**config.mk**
```make
export PLATFORM = sky130hd
export DESIGN_NAME = pc_sequencer_flat
export DESIGN_NICKNAME = d
export VERILOG_FILES = /design/src/rtl/pc_sequencer_if.sv /design/src/rtl/pc_sequencer.sv /design/src/flat_wrapper.sv
export SDC_FILE = /design/constraint.sdc
export NUM_CORES = 1
export LEC_CHECK = 0
export BUFFER_PORTS_ARGS = -buffer_cell sky130_fd_sc_hd__buf_2
export CAP_MARGIN = 20
export CORE_ASPECT_RATIO = 1.5
export CORE_MARGIN = 1.5
export CORE_UTILIZATION = 44
export DETAILED_ROUTE_END_ITERATION = 8
export GPL_TIMING_DRIVEN = 0
export PLACE_DENSITY_LB_ADDON = 0.12
export SLEW_MARGIN = 30
export SYNTH_ARGS = -nofsm -noshare
export SYNTH_HDL_FRONTEND = slang
export SYNTH_SLANG_ARGS = --single-unit
```
**constraint.sdc**
```tcl
create_clock -name clock -period 1.75 [get_ports clock]
set_input_delay 0.175 -clock clock [delete_from_list [all_inputs] [get_ports clock]]
set_output_delay 0.175 -clock clock [all_outputs]
set_load 0.02 [all_outputs]
```
**src/rtl/pc_sequencer_if.sv**
```systemverilog
// pc_sequencer_if: hazard, fetch and redirect inputs plus PC action outputs.
// master drives the inputs of the sequencer, slave is the sequencer itself.
interface pc_sequencer_if #(
    parameter int OFFSET_W = 16,
    parameter int JUMP_W   = 26
);
    logic                stall;
    logic                halt;
    logic                imem_ready;
    logic                br_valid;
    logic [OFFSET_W-1:0] br_offset;
    logic                jmp_valid;
    logic [JUMP_W-1:0]   jmp_target;
    logic [1:0]          act;
    logic [OFFSET_W-1:0] offset;
    logic [JUMP_W-1:0]   jump;
    logic                imem_req;
    logic                flush_if;
    logic                flush_id;
    logic                busy;

    modport master (
        output stall, halt, imem_ready,
        output br_valid, br_offset,
        output jmp_valid, jmp_target,
        input  act, offset, jump,
        input  imem_req, flush_if, flush_id, busy
    );

    modport slave (
        input  stall, halt, imem_ready,
        input  br_valid, br_offset,
        input  jmp_valid, jmp_target,
        output act, offset, jump,
        output imem_req, flush_if, flush_id, busy
    );
endinterface

```
**src/rtl/pc_sequencer.sv**
```systemverilog
// pc_sequencer: picks the PC action each cycle, arbitrates branch/jump
// redirects, parks a redirect while a fetch is outstanding, drives flushes.
module pc_sequencer #(
    parameter int OFFSET_W    = 16,
    parameter int JUMP_W      = 26,
    parameter int BOOT_CYCLES = 4
) (
    input  logic          clock,
    input  logic          reset,
    pc_sequencer_if.slave bus
);
    typedef enum logic [1:0] {
        S_BOOT,
        S_RUN,
        S_WAIT,
        S_HALTED
    } state_t;

    localparam logic [1:0] ACT_NONE = 2'd0;
    localparam logic [1:0] ACT_INC  = 2'd1;
    localparam logic [1:0] ACT_BR   = 2'd2;
    localparam logic [1:0] ACT_JMP  = 2'd3;
    localparam int         CW       = $clog2(BOOT_CYCLES + 1);
    localparam logic [CW-1:0] CNT_LAST = CW'(BOOT_CYCLES - 1);

    state_t              r_state;
    state_t              w_state_nx;
    logic [CW-1:0]       r_cnt;
    logic [CW-1:0]       w_cnt_nx;
    logic                r_pend_br;
    logic                w_pend_br_nx;
    logic [OFFSET_W-1:0] r_pend_off;
    logic [OFFSET_W-1:0] w_pend_off_nx;
    logic [JUMP_W-1:0]   r_pend_jmp;
    logic [JUMP_W-1:0]   w_pend_jmp_nx;
    logic                r_halt;
    logic                w_halt_nx;

    logic                w_cand;
    logic                w_cand_br;
    logic                w_fresh;
    logic [OFFSET_W-1:0] w_cand_off;
    logic [JUMP_W-1:0]   w_cand_jmp;

    logic [1:0]          w_act;
    logic [OFFSET_W-1:0] w_offset;
    logic [JUMP_W-1:0]   w_jump;
    logic                w_req;
    logic                w_flush_if;
    logic                w_flush_id;
    logic                w_busy;

    // Redirect that owns this cycle; w_fresh marks one not yet flushed.
    always_comb begin
        w_cand     = 1'b0;
        w_cand_br  = 1'b0;
        w_fresh    = 1'b0;
        w_cand_off = '0;
        w_cand_jmp = '0;
        unique case (r_state)
            S_RUN: begin
                if (bus.br_valid) begin
                    w_cand     = 1'b1;
                    w_cand_br  = 1'b1;
                    w_fresh    = 1'b1;
                    w_cand_off = bus.br_offset;
                end else if (bus.jmp_valid) begin
                    w_cand     = 1'b1;
                    w_fresh    = 1'b1;
                    w_cand_jmp = bus.jmp_target;
                end
            end
            S_WAIT: begin
                w_cand = 1'b1;
                if (bus.br_valid && !r_pend_br) begin
                    w_cand_br  = 1'b1;
                    w_fresh    = 1'b1;
                    w_cand_off = bus.br_offset;
                end else begin
                    w_cand_br  = r_pend_br;
                    w_cand_off = r_pend_off;
                    w_cand_jmp = r_pend_jmp;
                end
            end
            S_BOOT, S_HALTED: begin
            end
        endcase
    end

    always_comb begin
        w_state_nx    = r_state;
        w_cnt_nx      = r_cnt;
        w_pend_br_nx  = r_pend_br;
        w_pend_off_nx = r_pend_off;
        w_pend_jmp_nx = r_pend_jmp;
        w_halt_nx     = r_halt;
        w_act         = ACT_NONE;
        w_offset      = '0;
        w_jump        = '0;
        w_req         = 1'b0;
        w_flush_if    = 1'b0;
        w_flush_id    = 1'b0;
        w_busy        = 1'b0;
        unique case (r_state)
            S_BOOT: begin
                w_busy = 1'b1;
                if (bus.halt) begin
                    w_state_nx = S_HALTED;
                end else if (r_cnt == CNT_LAST) begin
                    w_state_nx = S_RUN;
                    w_cnt_nx   = '0;
                end else begin
                    w_cnt_nx = r_cnt + 1'b1;
                end
            end
            S_RUN, S_WAIT: begin
                w_req      = 1'b1;
                w_busy     = (r_state == S_WAIT);
                w_flush_if = w_fresh;
                w_flush_id = w_fresh && w_cand_br;
                if (bus.imem_ready) begin
                    if (w_cand && w_cand_br) begin
                        w_act    = ACT_BR;
                        w_offset = w_cand_off;
                    end else if (w_cand) begin
                        w_act  = ACT_JMP;
                        w_jump = w_cand_jmp;
                    end else if (!bus.stall) begin
                        w_act = ACT_INC;
                    end
                    w_state_nx    = (bus.halt || r_halt) ? S_HALTED : S_RUN;
                    w_halt_nx     = 1'b0;
                    w_pend_br_nx  = 1'b0;
                    w_pend_off_nx = '0;
                    w_pend_jmp_nx = '0;
                end else if (w_cand) begin
                    w_state_nx    = S_WAIT;
                    w_pend_br_nx  = w_cand_br;
                    w_pend_off_nx = w_cand_off;
                    w_pend_jmp_nx = w_cand_jmp;
                    w_halt_nx     = r_halt || bus.halt;
                end else if (bus.halt) begin
                    w_state_nx = S_HALTED;
                end
            end
            S_HALTED: begin
            end
        endcase
    end

    always_ff @(posedge clock or negedge reset) begin
        if (!reset) begin
            r_state    <= S_BOOT;
            r_cnt      <= '0;
            r_pend_br  <= 1'b0;
            r_pend_off <= '0;
            r_pend_jmp <= '0;
            r_halt     <= 1'b0;
        end else begin
            r_state    <= w_state_nx;
            r_cnt      <= w_cnt_nx;
            r_pend_br  <= w_pend_br_nx;
            r_pend_off <= w_pend_off_nx;
            r_pend_jmp <= w_pend_jmp_nx;
            r_halt     <= w_halt_nx;
        end
    end

    assign bus.act      = w_act;
    assign bus.offset   = w_offset;
    assign bus.jump     = w_jump;
    assign bus.imem_req = w_req;
    assign bus.flush_if = w_flush_if;
    assign bus.flush_id = w_flush_id;
    assign bus.busy     = w_busy;
endmodule

```
**src/flat_wrapper.sv**
```systemverilog
// flat-port wrapper written by rule: the top's interface ports become plain ports
module pc_sequencer_flat 
#(
    parameter int OFFSET_W    = 16,
    parameter int JUMP_W      = 26,
    parameter int BOOT_CYCLES = 4
)
  (clock, reset, bus_stall, bus_halt, bus_imem_ready, bus_br_valid, bus_br_offset, bus_jmp_valid, bus_jmp_target, bus_act, bus_offset, bus_jump, bus_imem_req, bus_flush_if, bus_flush_id, bus_busy);
  pc_sequencer_if #(.OFFSET_W(OFFSET_W), .JUMP_W(JUMP_W)) bus_i ();
  input  logic clock;
  input  logic reset;
  input wire logic [$bits(bus_i.stall)-1:0] bus_stall;
  input wire logic [$bits(bus_i.halt)-1:0] bus_halt;
  input wire logic [$bits(bus_i.imem_ready)-1:0] bus_imem_ready;
  input wire logic [$bits(bus_i.br_valid)-1:0] bus_br_valid;
  input wire logic [$bits(bus_i.br_offset)-1:0] bus_br_offset;
  input wire logic [$bits(bus_i.jmp_valid)-1:0] bus_jmp_valid;
  input wire logic [$bits(bus_i.jmp_target)-1:0] bus_jmp_target;
  output wire logic [$bits(bus_i.act)-1:0] bus_act;
  output wire logic [$bits(bus_i.offset)-1:0] bus_offset;
  output wire logic [$bits(bus_i.jump)-1:0] bus_jump;
  output wire logic [$bits(bus_i.imem_req)-1:0] bus_imem_req;
  output wire logic [$bits(bus_i.flush_if)-1:0] bus_flush_if;
  output wire logic [$bits(bus_i.flush_id)-1:0] bus_flush_id;
  output wire logic [$bits(bus_i.busy)-1:0] bus_busy;
  assign bus_i.stall = bus_stall;
  assign bus_i.halt = bus_halt;
  assign bus_i.imem_ready = bus_imem_ready;
  assign bus_i.br_valid = bus_br_valid;
  assign bus_i.br_offset = bus_br_offset;
  assign bus_i.jmp_valid = bus_jmp_valid;
  assign bus_i.jmp_target = bus_jmp_target;
  assign bus_act = bus_i.act;
  assign bus_offset = bus_i.offset;
  assign bus_jump = bus_i.jump;
  assign bus_imem_req = bus_i.imem_req;
  assign bus_flush_if = bus_i.flush_if;
  assign bus_flush_id = bus_i.flush_id;
  assign bus_busy = bus_i.busy;
  pc_sequencer #(.OFFSET_W(OFFSET_W), .JUMP_W(JUMP_W), .BOOT_CYCLES(BOOT_CYCLES)) u_core (.clock(clock), .reset(reset), .bus(bus_i));
endmodule
```
==> results of run 1 <==
-- cell type report --
class / count / area share [%]
plain buffers: 24 / 5.64
clock buffers: 5 / 1.50
clock inverters: 3 / 1.42
inverters: 3 / 0.300
multi-input cells: 178 / 38.4
flip-flops and latches: 49 / 26.7
well taps: 72 / 1.96
repair buffers: 127 / 24.0
-- metal layers --
layer  part of all wire (%)  vias up  track usage [%]
li1                       -     1263                -
met1                     38     1355             34.4
met2                     55       86             45.8
met3                    3.9       16             4.53
met4                    2.3        0             8.97
met5                      0        -                0
-- final timing paths --
kind	endpoint	slack, ns	cells after the start
setup / recovery	bus_jump[11]	-0.57	8
hold / removal	u_core.r_pend_jmp[2]$_DFFE_PN0P_	0.12	2
setup reg to reg	u_core.r_pend_off[13]$_DFFE_PN0P_	-0.14	9
hold reg to reg	u_core.r_cnt[1]$_DFFE_PN0N_	0.50	2
max in group asynchronous	u_core.r_state[1]$_DFFE_PN0P_	0.87	2
min in group asynchronous	u_core.r_pend_jmp[24]$_DFFE_PN0P_	0.43	2
-- registers in the layout, summed over array words and instances, names as in the netlist --
register / flops
u_core.r_cnt: 3
u_core.r_pend_br: 1
u_core.r_pend_off: 16
u_core.r_pend_jmp: 26
u_core.r_state: 2
u_core.r_halt: 1
-- report_power, final --
part	internal (µW)	switching (µW)	leakage (µW)
logic	1680	1890	0.00114
registers	1320	140	0.000672
clock network	568	406	0.0000681
total	3560	2440	0.00188
-- cells in the mapped netlist --
master	count
o21ai_1	1
a211oi_1	1
nand2b_1	5
dfrtp_1	49
buf_6	2
ha_1	5
a22oi_1	44
a32o_1	43
or3_1	1
nor2b_1	3
and3b_1	1
o21ai_0	4
nor2b_4	1
nand3_1	3
a21oi_1	4
inv_1	3
o21a_1	1
a21boi_0	1
nor2_2	1
clkbuf_1	12
nand2_1	6
and2_1	1
o22a_1	1
o211ai_1	1
buf_2	12
a31oi_1	1
nor2_1	49
-- worst max-delay path: stages (launching register included) --
cell,delay [ns]
dfrtp_1,0.41
buf_6,0.13
ha_4,0.18
nor2_4,0.13
nor2_4,0.07
or3_4,0.49
buf_12,0.20
nor2_4,0.09
buf_6,0.12
-- kinds of logic after synthesis --
| kind of cell | share of synthesized area (%) |
|---|---|
| fa+ha+maj | 2.41 |
| compound gates | 32.8 |
| flops | 47.3 |
| simple gates | 12.1 |
| buf+inv | 5.36 |
-- through the flow --
step	worst slack, ns	hold slack, ns	utilization [%]
final	-0.569	0.120	80.0
after floorplan	-0.165	-0.121	-
after CTS	-0.592	0.118	77.2
after global placement	-0.523	0.435	60.6
after global routing	-0.628	0.133	80.0
after detailed placement	-0.543	0.236	60.7
-- what timing repair did --
action | CTS | global route
setup endpoints to repair | 88 | 92
pin swaps | 21 | 19
cloned | 6 | 0
endpoints found under the hold margin | 49 | 0
gates resized for setup | 171 | 37
hold buffers | 1 | 0
setup buffers | 16 | 10
==> flow_metrics.env, run 1 <==
export IMPL_crit_fanout=10
export IMPL_synth_area_leaders="dfrtp_1, a32o_1, a22oi_1"
export IMPL_yosysWarnings=0
export IMPL_drc=0
export IMPL_syn_area_um2=2590
export IMPL_hold_viol_final=0
export IMPL_cts_tree="done"
export IMPL_drtAntennaViolNets=0
export IMPL_period_share_pct=132
export IMPL_worstPathRequired_ns=1.57
export IMPL_cts_made_buffers=5
export IMPL_setup_viol=89
export IMPL_grt_max_degree=50
export IMPL_clk_pin_slew_ns=0.10
export IMPL_clk_latency_ns=0.31
export IMPL_antenna_found_initial=0
export IMPL_viasPerCell=5.90
export IMPL_p_total_uw=6000
export IMPL_cap_violations=0
export IMPL_port_buffer_count=96
export IMPL_cts_sinks=49
export IMPL_n_fill_cell=361
export IMPL_diodes=0
export IMPL_worst_slack_ns=-0.569
export IMPL_irDropWorstVdd_v=0.00104
export IMPL_die_h_um=97.0
export IMPL_pin_count=97
export IMPL_max_slew_margin_rel_pct=57.8
export IMPL_clock_path_buffers=2
export IMPL_arrival_ns=2.14
export IMPL_routedWlPerCell_um=18.5
export IMPL_r2r_start="u_core.r_state[1]$_DFFE_PN0P_"
export IMPL_timing_setup_tns_ns=-26.61
export IMPL_path_class="flop to output port"
export IMPL_dieArea_um2=6370
export IMPL_status="finished with violations"
export IMPL_fin_area_um2=4590
export IMPL_dpl_cell_area_um2=3480
export IMPL_core_area_um2=5740
export IMPL_fin_skew_ns=0.00901
export IMPL_dp_hpwl_mm=5.06
export IMPL_hp_class="input port to flop"
export IMPL_tightestPinTransition_ns=0.634
export IMPL_root_buffer="clkbuf_8"
export IMPL_final_cells=461
export IMPL_timing_hold_worst_start="bus_jmp_target[2]"
export IMPL_crit_start="u_core.r_state[0]$_DFFE_PN0P_"
export IMPL_grtUsageTotal_pct=27.0
export IMPL_grt_overflow_total=0
export IMPL_die_w_um=65.7
export IMPL_seq_area_frac_synth_pct=47.3
export IMPL_drt_total_wl_mm=8.52
export IMPL_rsz0062_at_grt="true"
export IMPL_p_leak_uw=0.00188
export IMPL_vias=2720
export IMPL_grt_pass1_wl_mm=13.5
export IMPL_netlist_area_leader_share_pct=47.3
export IMPL_yosys_register_bits=49
export IMPL_place_inst=424
export IMPL_drive_gt1_share_pct=61.2
export IMPL_powerDensity_nw_per_um2=1310
export IMPL_fin_crit_ns=2.32
export IMPL_drt_pass1_iter_count=5
export IMPL_synthCells=256
export IMPL_gp_congestion=0.773
export IMPL_regArea_um2=1230
export IMPL_syn_area_per_cell_um2=10.1
export IMPL_fmax_mhz=431
export IMPL_final_max_slew_viol_count=0
export IMPL_worstSetupStartpointType="flop"
export IMPL_layout_commonest_cell="buf_6"
export IMPL_rows=34
export IMPL_drt_iter0_markers=187
export IMPL_multi_input_area_um2=1770
export IMPL_cp_end_kind="output port"
export IMPL_yosysUniqueCellTypes=27
export IMPL_grt_pass1_vias=2832
export IMPL_nets=442
export IMPL_start_util_pct=45.1
export IMPL_synth_fp_nets=310
export IMPL_htreeDepth=2
export IMPL_area_growth_pct=77.2
export IMPL_layout_common_cells="buf_6, buf_2, dfrtp_1"
export IMPL_violations="negative setup slack"
export IMPL_yosys_area_top_type="dfrtp_1"
Note: power is estimated with default switching activity, not from simulation.
==> run 2, diff against run 1 <==
==> constraint.sdc (replaced) <==
create_clock -name clock -period 1.75 [get_ports clock]
set_input_delay 0.2625 -clock clock [delete_from_list [all_inputs] [get_ports clock]]
set_output_delay 0.2625 -clock clock [all_outputs]
set_load 0.02 [all_outputs]
==> flow_metrics.env, run 2 (same netlist as run 1, synthesis figures left out) <==
export IMPL_status="finished with violations"
export IMPL_violations="negative setup slack"
export IMPL_die_w_um=65.7
export IMPL_worstReg2RegEnd="u_core.r_pend_off[9]$_DFFE_PN0P_"
export IMPL_viasPerCell=6.05
export IMPL_fin_area_um2=4730
export IMPL_cap_violations=0
export IMPL_fin_crit_ns=2.43
export IMPL_swShare_pct=40.4
export IMPL_root_buffer="clkbuf_8"
export IMPL_regArea_um2=1230
export IMPL_powerDensity_nw_per_um2=1300
export IMPL_path_class="flop to output port"
export IMPL_fin_skew_ns=0.00257
export IMPL_n_fill_cell=335
export IMPL_crit_chain="inv_4 -> ha_4 -> o21ai_2 -> nor2b_4 -> or3_4 -> buf_4 -> nor2_4 -> buf_6"
export IMPL_reg2reg_slack_ns=-0.27
export IMPL_clockPowerShare_pct=14.1
export IMPL_power_frac_seq_pct=23.8
export IMPL_max_stage_delay_ns=0.49
export IMPL_top_regs="u_core.r_pend_jmp (26), u_core.r_pend_off (16), u_core.r_cnt (3)"
export IMPL_grt_pass1_wl_mm=13.6
export IMPL_path_delay_family="simple AND/OR/NAND/NOR gates"
export IMPL_gp_congestion=0.768
export IMPL_cp_end_kind="output port"
export IMPL_drtAntennaViolNets=0
export IMPL_cts_made_buffers=5
export IMPL_setup_viol=92
export IMPL_grtUsageTotal_pct=27.2
export IMPL_dpl_cell_area_um2=3480
export IMPL_cp_num_buf_inv=3
export IMPL_cp_slowest_cell="or3_4"
export IMPL_place_inst=424
export IMPL_clock_path_buffers=2
export IMPL_area_growth_pct=82.5
export IMPL_drt_pass1_iter_count=5
export IMPL_p_leak_uw=0.00196
export IMPL_crit_cells=8
export IMPL_final_cells=476
export IMPL_dp_hpwl_mm=5.03
export IMPL_period_share_pct=139
export IMPL_drc=0
export IMPL_tightestPinTransition_ns=0.636
export IMPL_fmax_mhz=412
export IMPL_hp_class="input port to flop"
export IMPL_nets=457
export IMPL_worstPathRequired_ns=1.49
export IMPL_grt_overflow_total=0
export IMPL_multi_input_area_um2=1750
export IMPL_p_sw_uw=2480
export IMPL_worstSetupEndpoint="bus_jump[0]"
export IMPL_pin_count=97
export IMPL_arrival_ns=2.16
export IMPL_routedWlPerCell_um=19.4
export IMPL_hold_ws_ns=0.217
export IMPL_htreeDepth=2
export IMPL_regMostFlops="u_core.r_pend_jmp"
export IMPL_largest_reg_flops=26
export IMPL_layout_common_cells="buf_6, buf_2, dfrtp_1"
export IMPL_core_area_um2=5740
export IMPL_grt_pass1_vias=2795
export IMPL_p_int_uw=3650
export IMPL_r2r_start="u_core.r_state[0]$_DFFE_PN0P_"
export IMPL_drive_gt1_share_pct=63.1
export IMPL_cts_sinks=49
export IMPL_vias=2878
export IMPL_final_max_slew_viol_count=0
export IMPL_max_slew_margin_rel_pct=57.6
export IMPL_clk_pin_slew_ns=0.09
export IMPL_clk_latency_ns=0.30
export IMPL_antenna_found_initial=0
export IMPL_drt_total_wl_mm=9.23
export IMPL_hold_viol_final=0
export IMPL_port_buffer_count=96
export IMPL_r2r_cells=11
export IMPL_worst_slack_ns=-0.676
export IMPL_rsz0062_at_grt="true"
export IMPL_diodes=0
export IMPL_cts_tree="done"
export IMPL_drt_iter0_markers=157
export IMPL_worstSetupStartpointType="flop"
export IMPL_dieArea_um2=6370
export IMPL_die_h_um=97.0
export IMPL_crit_fanout=7
export IMPL_rows=34
export IMPL_grt_max_degree=50
export IMPL_layout_commonest_cell="buf_6"
export IMPL_crit_start="u_core.r_state[1]$_DFFE_PN0P_"
export IMPL_start_util_pct=45.1
export IMPL_irDropWorstVdd_v=0.000975
export IMPL_combPwrFrac_pct=62.1
-- run 2: cell count changes in the layout (fill, tap and decap cells not counted), moves of 2 or more --
cell / delta
buf_6: +8
buf_4: +5
nor2_2: +4
nor2_4: -4
clkbuf_1: -2
clkbuf_16: +2
clkbuf_4: +2
-- run 2: layout make-up --
class | instances | share of cell area, %
inverters | 3 | 0.291
plain buffers | 23 | 5.90
clock inverters | 2 | 0.794
well taps | 72 | 1.90
repair buffers | 143 | 26.5
multi-input cells | 178 | 36.9
flip-flops and latches | 49 | 26.0
clock buffers | 6 | 1.75
-- run 2: how the worst min path moves through the flow --
stage,start,endpoint,slack [ns],cells past startpoint
detailed placement,reset,u_core.r_pend_jmp[24]$_DFFE_PN0P_,0.32,1
finish,bus_jmp_target[7],u_core.r_pend_jmp[7]$_DFFE_PN0P_,0.22,2
global placement,u_core.r_cnt[1]$_DFFE_PN0N_,u_core.r_cnt[1]$_DFFE_PN0N_,0.46,2
CTS,bus_jmp_target[7],u_core.r_pend_jmp[7]$_DFFE_PN0P_,0.22,2
global route,bus_jmp_target[15],u_core.r_pend_jmp[15]$_DFFE_PN0P_,0.22,2
floorplan,reset,u_core.r_cnt[0]$_DFFE_PN0N_,-0.03,0
-- run 2: repair_timing --
| action | CTS | global route |
|---|---|---|
| pin swaps | 13 | 21 |
| setup buffers | 24 | 15 |
| endpoints found under the setup margin | 89 | 91 |
| gates resized for setup | 164 | 46 |
| hold buffers | 1 | 0 |
| gates cloned | 4 | 6 |
| endpoints found under the hold margin | 28 | 0 |
-- run 2: per-layer routing --
layer | vias up | track usage [%] | share of wire, % | routed length, µm
met5 | - | 0 | 0 | 0
met4 | 0 | 10.1 | 2.8 | 259
met3 | 25 | 3.95 | 4.2 | 390
met2 | 116 | 48.1 | 56 | 5180
met1 | 1450 | 32.5 | 37 | 3400
li1 | 1287 | - | - | -
-- run 2: power by group through the flow --
stage / Clock (µW) / Combinational (µW) / Sequential (µW)
5_1_grt: 900 / 4000 / 1470
4_1_cts: 860 / 3210 / 1440
2_1_floorplan: 0 / 1540 / 1420
3_5_place_dp: 0 / 2040 / 1440
3_3_place_gp: 0 / 2020 / 1440
6_report: 864 / 3810 / 1460
-- run 2: metrics by stage --
step           setup WS, ns  power, µW  setup TNS, ns  utilization [%]
2_1_floorplan        -0.253       2960          -8.90                -
3_5_place_dp         -0.618       3490         -30.42             60.7
5_1_grt              -0.722       6370         -40.91             82.4
4_1_cts              -0.641       5510         -26.69             77.3
3_3_place_gp         -0.597       3460         -28.14             60.6
6_report             -0.676       6130         -36.19             82.4
-- run 2: worst reg2reg max path, stage by stage, from the launching register on --
cell	delay (ns)
dfrtp_1	0.41
buf_6	0.13
ha_4	0.17
o21ai_2	0.08
nor2b_4	0.21
buf_4	0.13
buf_6	0.10
buf_6	0.10
nor2_4	0.05
buf_12	0.14
buf_4	0.15
a32o_1	0.26
